===== config.mk =====
export PLATFORM = sky130hd
export DESIGN_NAME = exec_sequencer
export DESIGN_NICKNAME = d
export VERILOG_FILES = /design/src/rtl/exec_sequencer.sv
export SDC_FILE = /design/constraint.sdc
export NUM_CORES = 2
export LEC_CHECK = 0
export CAP_MARGIN = 20
export CORE_AREA = 2 2 512 514
export DETAILED_ROUTE_END_ITERATION = 10
export DIE_AREA = 0 0 514 516
export MAX_ROUTING_LAYER = met4
export PLACE_DENSITY = 0.54
export SLEW_MARGIN = 20
export SYNTH_ARGS = -nofsm -noshare
export SYNTH_HDL_FRONTEND = slang
export SYNTH_SLANG_ARGS = --single-unit

===== constraint.sdc =====
create_clock -name Clk -period 5.3 [get_ports Clk]
set_input_delay 1.06 -clock Clk [delete_from_list [all_inputs] [get_ports Clk]]
set_output_delay 1.06 -clock Clk [all_outputs]
set_load 0.05 [all_outputs]

===== src/rtl/exec_sequencer.sv =====
// Purpose: sole bus master that fetches instruction bundles, stages operands into the matrix/int ALU, waits for AluDone, writes results back.
// Latency: 2 cycles per bundle fetch; 8 cycles per legal instruction (+1 per extra WAIT cycle); 2 per illegal; timeout after TIMEOUT WAIT cycles.
// Backpressure: AluDone is the only handshake. Memories are fixed 1-cycle read latency. The engine parks in HALT on STOP or timeout.
// Ports: Clk/nReset; InstructDataOut, MemDataOut, MatrixDataOut, IntDataOut, AluDone in;
//        ExeDataOut, address, opcode, nRead, nWrite, Halted, IllegalOp, TimedOut, RetireCount out.
module exec_sequencer #(
  parameter int DATA_W  = 256,
  parameter int INSTR_W = 32,
  parameter int ADDR_W  = 16,
  parameter int SEL_W   = 4,
  parameter int INT_W   = 64,
  parameter int TIMEOUT = 255
) (
  input  logic              Clk,
  input  logic              nReset,
  input  logic [DATA_W-1:0] InstructDataOut,
  input  logic [DATA_W-1:0] MemDataOut,
  input  logic [DATA_W-1:0] MatrixDataOut,
  input  logic [DATA_W-1:0] IntDataOut,
  input  logic              AluDone,
  output logic [DATA_W-1:0] ExeDataOut,
  output logic [ADDR_W-1:0] address,
  output logic [7:0]        opcode,
  output logic              nRead,
  output logic              nWrite,
  output logic              Halted,
  output logic              IllegalOp,
  output logic              TimedOut,
  output logic [15:0]       RetireCount
);

  localparam int SLOTS  = DATA_W / INSTR_W;
  localparam int F_W    = INSTR_W / 4;
  localparam int OFF_W  = ADDR_W - SEL_W;
  localparam int SLOT_W = (SLOTS > 1) ? $clog2(SLOTS) : 1;
  localparam int CNT_W  = (TIMEOUT > 1) ? $clog2(TIMEOUT + 1) : 1;

  localparam logic [SEL_W-1:0]  SEL_MAIN  = SEL_W'(0);
  localparam logic [SEL_W-1:0]  SEL_INSTR = SEL_W'(1);
  localparam logic [SEL_W-1:0]  SEL_MAT   = SEL_W'(2);
  localparam logic [SEL_W-1:0]  SEL_INT   = SEL_W'(3);
  localparam logic [DATA_W-1:0] INT_MASK  = DATA_W'({INT_W{1'b1}});

  typedef enum logic [3:0] {
    S_FETCH, S_LATCH, S_DECODE, S_RD_A, S_RD_B,
    S_WR_A, S_WR_B, S_WAIT, S_WB, S_NEXT, S_HALT
  } state_t;

  state_t             state;
  logic [OFF_W-1:0]   bundle;
  logic [SLOT_W-1:0]  slot;
  logic [DATA_W-1:0]  slot_buf;
  logic [DATA_W-1:0]  op_a;
  logic [DATA_W-1:0]  op_b;
  logic [DATA_W-1:0]  result;
  logic [F_W-1:0]     r_dest;
  logic [F_W-1:0]     r_src2;
  logic               r_int;
  logic               r_imm;
  logic [CNT_W-1:0]   wait_cnt;

  // Current slot selected out of the latched bundle; slot 0 is the low word.
  logic [INSTR_W-1:0] cur_instr;
  always_comb begin
    cur_instr = '0;
    for (int i = 0; i < SLOTS; i++) begin
      if (slot == SLOT_W'(i)) cur_instr = slot_buf[i*INSTR_W +: INSTR_W];
    end
  end

  logic [F_W-1:0] f_op, f_dest, f_src1, f_src2;
  assign f_op   = cur_instr[4*F_W-1 -: F_W];
  assign f_dest = cur_instr[3*F_W-1 -: F_W];
  assign f_src1 = cur_instr[2*F_W-1 -: F_W];
  assign f_src2 = cur_instr[F_W-1:0];

  logic is_mat, is_int, is_stop;
  assign is_mat  = (f_op <= F_W'(5));
  assign is_int  = (f_op >= F_W'(16)) && (f_op <= F_W'(19));
  assign is_stop = (f_op == F_W'(255));

  logic [SEL_W-1:0]  alu_sel;
  logic [DATA_W-1:0] a_drv, b_drv;
  assign alu_sel = r_int ? SEL_INT : SEL_MAT;
  assign a_drv   = r_int ? (op_a & INT_MASK) : op_a;
  // MScaleImm sends its src2 field as the scalar instead of the second operand.
  assign b_drv   = r_imm ? DATA_W'(r_src2) : (r_int ? (op_b & INT_MASK) : op_b);

  always_ff @(posedge Clk or negedge nReset) begin
    if (!nReset) begin
      state       <= S_FETCH;
      bundle      <= '0;
      slot        <= '0;
      slot_buf    <= '0;
      op_a        <= '0;
      op_b        <= '0;
      result      <= '0;
      r_dest      <= '0;
      r_src2      <= '0;
      r_int       <= 1'b0;
      r_imm       <= 1'b0;
      wait_cnt    <= '0;
      ExeDataOut  <= '0;
      address     <= '0;
      opcode      <= '0;
      nRead       <= 1'b1;
      nWrite      <= 1'b1;
      Halted      <= 1'b0;
      IllegalOp   <= 1'b0;
      TimedOut    <= 1'b0;
      RetireCount <= '0;
    end else begin
      case (state)
        S_FETCH: begin
          address <= {SEL_INSTR, bundle};
          nRead   <= 1'b0;
          nWrite  <= 1'b1;
          state   <= S_LATCH;
        end
        S_LATCH: begin
          slot_buf <= InstructDataOut;
          slot     <= '0;
          nRead    <= 1'b1;
          address  <= '0;
          state    <= S_DECODE;
        end
        S_DECODE: begin
          opcode     <= 8'(f_op);
          r_dest     <= f_dest;
          r_src2     <= f_src2;
          r_int      <= is_int;
          r_imm      <= (f_op == F_W'(5));
          ExeDataOut <= '0;
          if (is_stop) begin
            nRead   <= 1'b1;
            address <= '0;
            state   <= S_HALT;
          end else if (!is_mat && !is_int) begin
            IllegalOp <= 1'b1;
            nRead     <= 1'b1;
            address   <= '0;
            state     <= S_NEXT;
          end else begin
            address <= {SEL_MAIN, OFF_W'(f_src1)};
            nRead   <= 1'b0;
            state   <= S_RD_A;
          end
        end
        S_RD_A: begin
          op_a    <= MemDataOut;
          address <= {SEL_MAIN, OFF_W'(r_src2)};
          state   <= S_RD_B;
        end
        S_RD_B: begin
          op_b  <= MemDataOut;
          nRead <= 1'b1;
          state <= S_WR_A;
        end
        S_WR_A: begin
          address    <= {alu_sel, OFF_W'(0)};
          nWrite     <= 1'b0;
          ExeDataOut <= a_drv;
          state      <= S_WR_B;
        end
        S_WR_B: begin
          address    <= {alu_sel, OFF_W'(1)};
          nWrite     <= 1'b0;
          ExeDataOut <= b_drv;
          wait_cnt   <= '0;
          state      <= S_WAIT;
        end
        S_WAIT: begin
          nWrite <= 1'b1;
          if (AluDone) begin
            result <= r_int ? (IntDataOut & INT_MASK) : MatrixDataOut;
            state  <= S_WB;
          end else if (wait_cnt == CNT_W'(TIMEOUT - 1)) begin
            // This is the TIMEOUT-th consecutive WAIT cycle without AluDone.
            TimedOut <= 1'b1;
            state    <= S_HALT;
          end else begin
            wait_cnt <= wait_cnt + 1'b1;
          end
        end
        S_WB: begin
          address     <= {SEL_MAIN, OFF_W'(r_dest)};
          nWrite      <= 1'b0;
          ExeDataOut  <= result;
          RetireCount <= RetireCount + 16'd1;
          state       <= S_NEXT;
        end
        S_NEXT: begin
          nRead      <= 1'b1;
          nWrite     <= 1'b1;
          address    <= '0;
          ExeDataOut <= '0;
          if (slot < SLOT_W'(SLOTS - 1)) begin
            slot  <= slot + 1'b1;
            state <= S_DECODE;
          end else begin
            bundle <= bundle + 1'b1;
            state  <= S_FETCH;
          end
        end
        S_HALT: begin
          Halted     <= 1'b1;
          nRead      <= 1'b1;
          nWrite     <= 1'b1;
          address    <= '0;
          ExeDataOut <= '0;
        end
        default: state <= S_HALT;
      endcase
    end
  end

endmodule


== After elaboration in Yosys (flattened, before gate mapping) ==
Index checks and enable logic that the tools add are counted.
Word-level totals
  bits in writable memories: 0
  output and inout bits: 301
  register bits after elaboration: 1370
  memories kept: 0
  word-level logic and storage cells: 113
  bits in read-only memories: 0
  bits in latches: 0
Operators by class
  muxes and demuxes: 32
  shift operators: 0
  multipliers: 0
  reduce and logical (&&, ||, !) cells: 24
  add/subtract/negate cells: 4
  bitwise gates (word level): 4
  order comparisons: 4
  eq/ne operators: 24
  div/mod/pow operators: 0
Operators by type and width (count)
  256-bit two-way mux: 4
  256-bit case mux with 4 select lines: 1
  32-bit two-way mux: 8
  16-bit case mux with 7 select lines: 1
  4-bit case mux with 11 select lines: 1
  8-bit two-way mux: 4
  16-bit by 1-bit adder with 16-bit output, second input constant: 1
  4-bit by 3-bit == test with 1-bit output, second input constant: 4
  8-bit == test, second input constant: 2
  4-bit two-way mux: 4
  8-bit case mux with 2 select lines: 1
  12-bit by 1-bit adder with 12-bit output, second input constant: 1
  3-bit == test, second input constant: 4
  4-bit == test, second input constant: 3
  3-bit AND reduction: 3
  3-bit OR reduction: 3
  8-bit by 1-bit adder with 8-bit output, second input constant: 1
  4-bit by 2-bit == test with 1-bit output, second input constant: 2
  8-bit by 3-bit == test with 1-bit output, second input constant: 1
  8-bit by 5-bit greater-or-equal comparator with 1-bit output, second input constant: 1
  8-bit by 3-bit <= comparator with 1-bit output, second input constant: 1
  8-bit by 5-bit <= comparator with 1-bit output, second input constant: 1
  2-bit AND reduction: 4
  4-bit OR reduction: 2
  22 further kinds: 34

== Logic depth before layout (Yosys ltp) ==
  depth after elaboration: 16
  gate-level depth with buffers: 15
  depth with buffers taken out: 9

== Least setup slack after synthesis ==
OpenSTA, ideal clock, no wires.
  path type: register to register
  start: register slot[2]
  end: register address[4]
  required time: 5226 ps
  slack: 2060 ps
  library setup time: 74 ps
  cell stages (with the launch flop): 16
  arrival: 3166 ps
  clock period less this slack: 3240 ps
  buffers on the path: 6
  path through: dfrtp_1 > buf_6 > inv_1 > buf_2 > buf_1 > clkbuf_1 > ha_1 > or2_2 > buf_6 > a221o_1 > a31o_2 > nand3_1 > a2111o_1 > or2_1 > buf_6 > o21ai_2
Between the ends
  word-level cells in the longest chain between the ends: 16
  elaborated cells on any way between the ends: 27
  classes of those cells: order compare: 3; eq/ne: 8; mux: 11; reduce/logical: 5
RTL lines
  start: declaration: RTL line 51  | logic [SLOT_W-1:0] slot;
  start signal: assignment: RTL line 198  | slot <= slot + 1'b1;
  3-bit zero test: RTL line 67  | if (slot == SLOT_W'(i)) cur_instr = slot_buf[i*INSTR_W +: INSTR_W];
  32-bit two-way mux (7 in a row): RTL line 67
  32-bit two-way mux *: RTL line 67
  8-bit by 5-bit greater-or-equal comparator with 1-bit output or 8-bit by 5-bit <= comparator with 1-bit output (tied branches): RTL line 79  | assign is_int = (f_op >= F_W'(16)) && (f_op <= F_W'(19));
  1-bit logical AND: RTL line 79
  1-bit zero test: RTL line 138  | end else if (!is_mat && !is_int) begin
  1-bit logical AND: RTL line 138
  8-bit two-way mux: RTL line 138
  8-bit two-way mux *: RTL line 134  | if (is_stop) begin
  16-bit case mux with 7 select lines *: RTL line 113  | case (state)
  end signal: assignment: RTL line 115  | address <= {SEL_INSTR, bundle};
  end signal: assignment: RTL line 144  | address <= {SEL_MAIN, OFF_W'(f_src1)};
  end signal: assignment: RTL line 151  | address <= {SEL_MAIN, OFF_W'(r_src2)};
  end: declaration: RTL line 22  | output logic [ADDR_W-1:0] address,
Mark *: on every way between the ends. The rest lies on a longest branch, timed or not. The select of a mux whose other input is x is not followed.
A chain may end at the register's enable or synchronous reset.

== Worst setup path in the final report ==
  start: register slot[0]
  end: register address[7]
Same word-level chain as after synthesis.

==> metrics <==
status=complete, no violations; switching part of the total=30.63%; synth top area cells=dfrtp_1, mux2_2, nand2_1; H-tree depth=4; GPL Wtd Cong=0.8503; Int Power=20.67 mW; Site Rows=187; Post-layout nets=7249; Setup TNS Final=0 ns; Final setup violation count=0; max cap viols=0; first-pass GRT wire length=330700 um; Reg power frac=42.4%; largest net degree at the start of global routing=222; Slew HR=19.93%; Ports=1328; DRT iter0 DRCs=4258; Vias/cell=4.592; Hold Crit Class=in -> async; Mapped Cells=5218; Die X=514 um; LEAKAGE=34.30 nW; grt ovf=0; CP Class=reg -> reg; CTS Hold Bufs=0; Critical Path RT=6.00 ns; worst-margin pin slew=1.201 ns; Unique masters post-synth=68; Commonest cells post-synth=nand2_1, dfrtp_1, mux2_2, o21ai_0, clkbuf_1; Synth Register Bits=1368; antenna violations before repair=90; Warnings, synthesis=0; final clock skew=0.05180 ns; CP startpoint kind=flop; routed vias=45047; share of layout cells above drive strength 1=14.01%; period utilization=69.09%; TritonCTS buffer count=159; RSZ-0062 raised after global routing=no; CTS tree=yes; pre-CTS setup slack=1.642 ns; Gate power share=19.8%; most instantiated library cell after synthesis=nand2_1; clk buf depth=3; post-layout worst setup margin=1.638 ns; Peak VDD IR=0.0003401 V; Post-synth EDFFs=0; Initial Utilization=22.19%; post-layout min period=3.662 ns; CTS resizes=0; core region area=259200 um2; Pre-antenna DRT Iters=9; Die Y-Extent=516 um; post-synth top area cell=dfrtp_1; Main synth FF type=dfrtp_1; clock-pin slew on the worst setup and hold paths=0.06 ns; Total Routing Usage GR=17.34%; PwrDens=381.0 nW/um2; Synth top area share=59.42%; P_sw=9.125 mW; die area=265200 um2; worst-skew pair later-pin latency=0.82 ns; hpwl dp=161300 um; clock sink count=1368; endpoints failing hold=0; Antenna Nets Post-Route=0; post-synthesis sequential area ratio=59.51%; critical path endpoint category=flop; FF+latch area=34240 um2; fmax=0.2731 GHz; IO Port Bufs=1133; DR WL/cell=23.59 um; average cell area after synthesis=11.03 um2; Clock Power Share=37.8%; R2R depth=9; ys async rst share=100.0%; clk root buf=clkbuf_16; synthesized area=57530 um2; Post-Route WL=231400 um; Area growth, synth to finish=35.93%; area of the multi-input gates=21680 um2; crit-path max FO=22; Setup Buffers After CTS=0; FILL cells=26558; Residual DRC=0; Slew Limit Fails=0; WP data arrival=4.36 ns; vias in the first global route=45630
-- metrics by stage --
stage | area, um2 | instances | hold WS, ns | total power, mW | utilization (%)
final | 78200 | 9809 | 0.2344 | 29.79 | 30.17
after global placement | 72700 | 9453 | 0.4578 | 18.62 | 28.04
after floorplan | 57530 | 5219 | 0.4369 | 15.77 | -
after detailed placement | 72700 | 9453 | 0.4610 | 18.74 | 28.04
after CTS | 78010 | 9733 | 0.2735 | 30.16 | 30.09
after global routing | 78190 | 9805 | 0.2244 | 31.16 | 30.16
-- path summary, 6_finish.rpt --
path / start / end / slack (ns)
max: slot[0] / address[7] / 1.64
min: nReset / op_b[131] / 0.23
max reg2reg: slot[0] / address[7] / 1.64
min reg2reg: op_a[105] / ExeDataOut[105] / 0.45
max in group asynchronous: nReset / Halted / 3.50
min in group Clk: op_a[105] / ExeDataOut[105] / 0.45
-- state kept, by name (all words and copies together) (netlist names) --
signal / cells
ExeDataOut: 256
op_a: 256
op_b: 256
result: 256
slot_buf: 256
RetireCount: 16
address: 14
bundle: 12
opcode: 8
r_dest: 8
r_src2: 8
wait_cnt: 8
state: 4
slot: 3
Halted: 1
IllegalOp: 1
TimedOut: 1
nRead: 1
nWrite: 1
r_imm: 1
r_int: 1
-- routing by layer --
layer	GRT usage, %	wire, um
met4	5.391	6907
met2	26.54	105700
met3	4.818	19090
met1	22.17	99760
met5	-	0
-- critical path, stage by stage, from the launching register on --
cell       delay [ns]
dfrtp_1          0.45
inv_1            0.15
ha_1             0.86
nor3b_1          0.26
a2111oi_0        0.09
o22ai_1          0.36
nand2_1          0.13
a2111o_1         0.59
or2_1            0.46
o21ai_2          0.19
-- kinds of logic (layout without fill, tap and decap cells) --
group	count (synthesis)	after routing	share of synthesized area (%)
buf+inv	414	1526	2.999
compound gates	887	887	10.81
xor+xnor	31	31	0.4720
mux	659	659	12.60
simple gates	1848	1848	13.38
flops	1368	1368	59.51
other cells	1	78	0.006518
fa+ha+maj	10	10	0.2175
-- layout by cell type, fill, tap and decap left out, types with 19 or more instances in the layout --
master	n
a21oi_1	84
a221oi_1	29
a222oi_1	199
a22oi_1	74
buf_12	33
buf_4	53
clkbuf_1	45
clkbuf_16	160
clkbuf_8	31
clkdlybuf4s50_1	1132
dfrtp_1	1365
diode_2	76
inv_1	27
mux2_2	522
mux2i_1	137
nand2_1	1481
nand2b_1	196
nor2_1	66
o21ai_0	363
o221ai_1	33
o22ai_1	19
xnor2_1	22
-- power groups by stage --
stage	Clock (mW)	Sequential, mW	Combinational (mW)
floorplan	0	12.8	2.96
global placement	0	12.8	5.86
detailed placement	0	12.8	5.92
CTS	11.6	12.6	5.95
global route	12.0	12.8	6.39
finish	11.2	12.6	5.90
-- layout make-up --
class                           count  share of cell area [%]
Sequential cell                  1368                   43.78
Multi-Input combinational cell   3437                   27.73
Timing Repair Buffer             1219                   15.88
Clock buffer                      236                   5.882
Tap cell                         3402                   5.443
Clock inverter                     44                  0.9120
Antenna cell                       76                  0.2432
Inverter                           27                  0.1296
(Power assumes the default switching activity.)
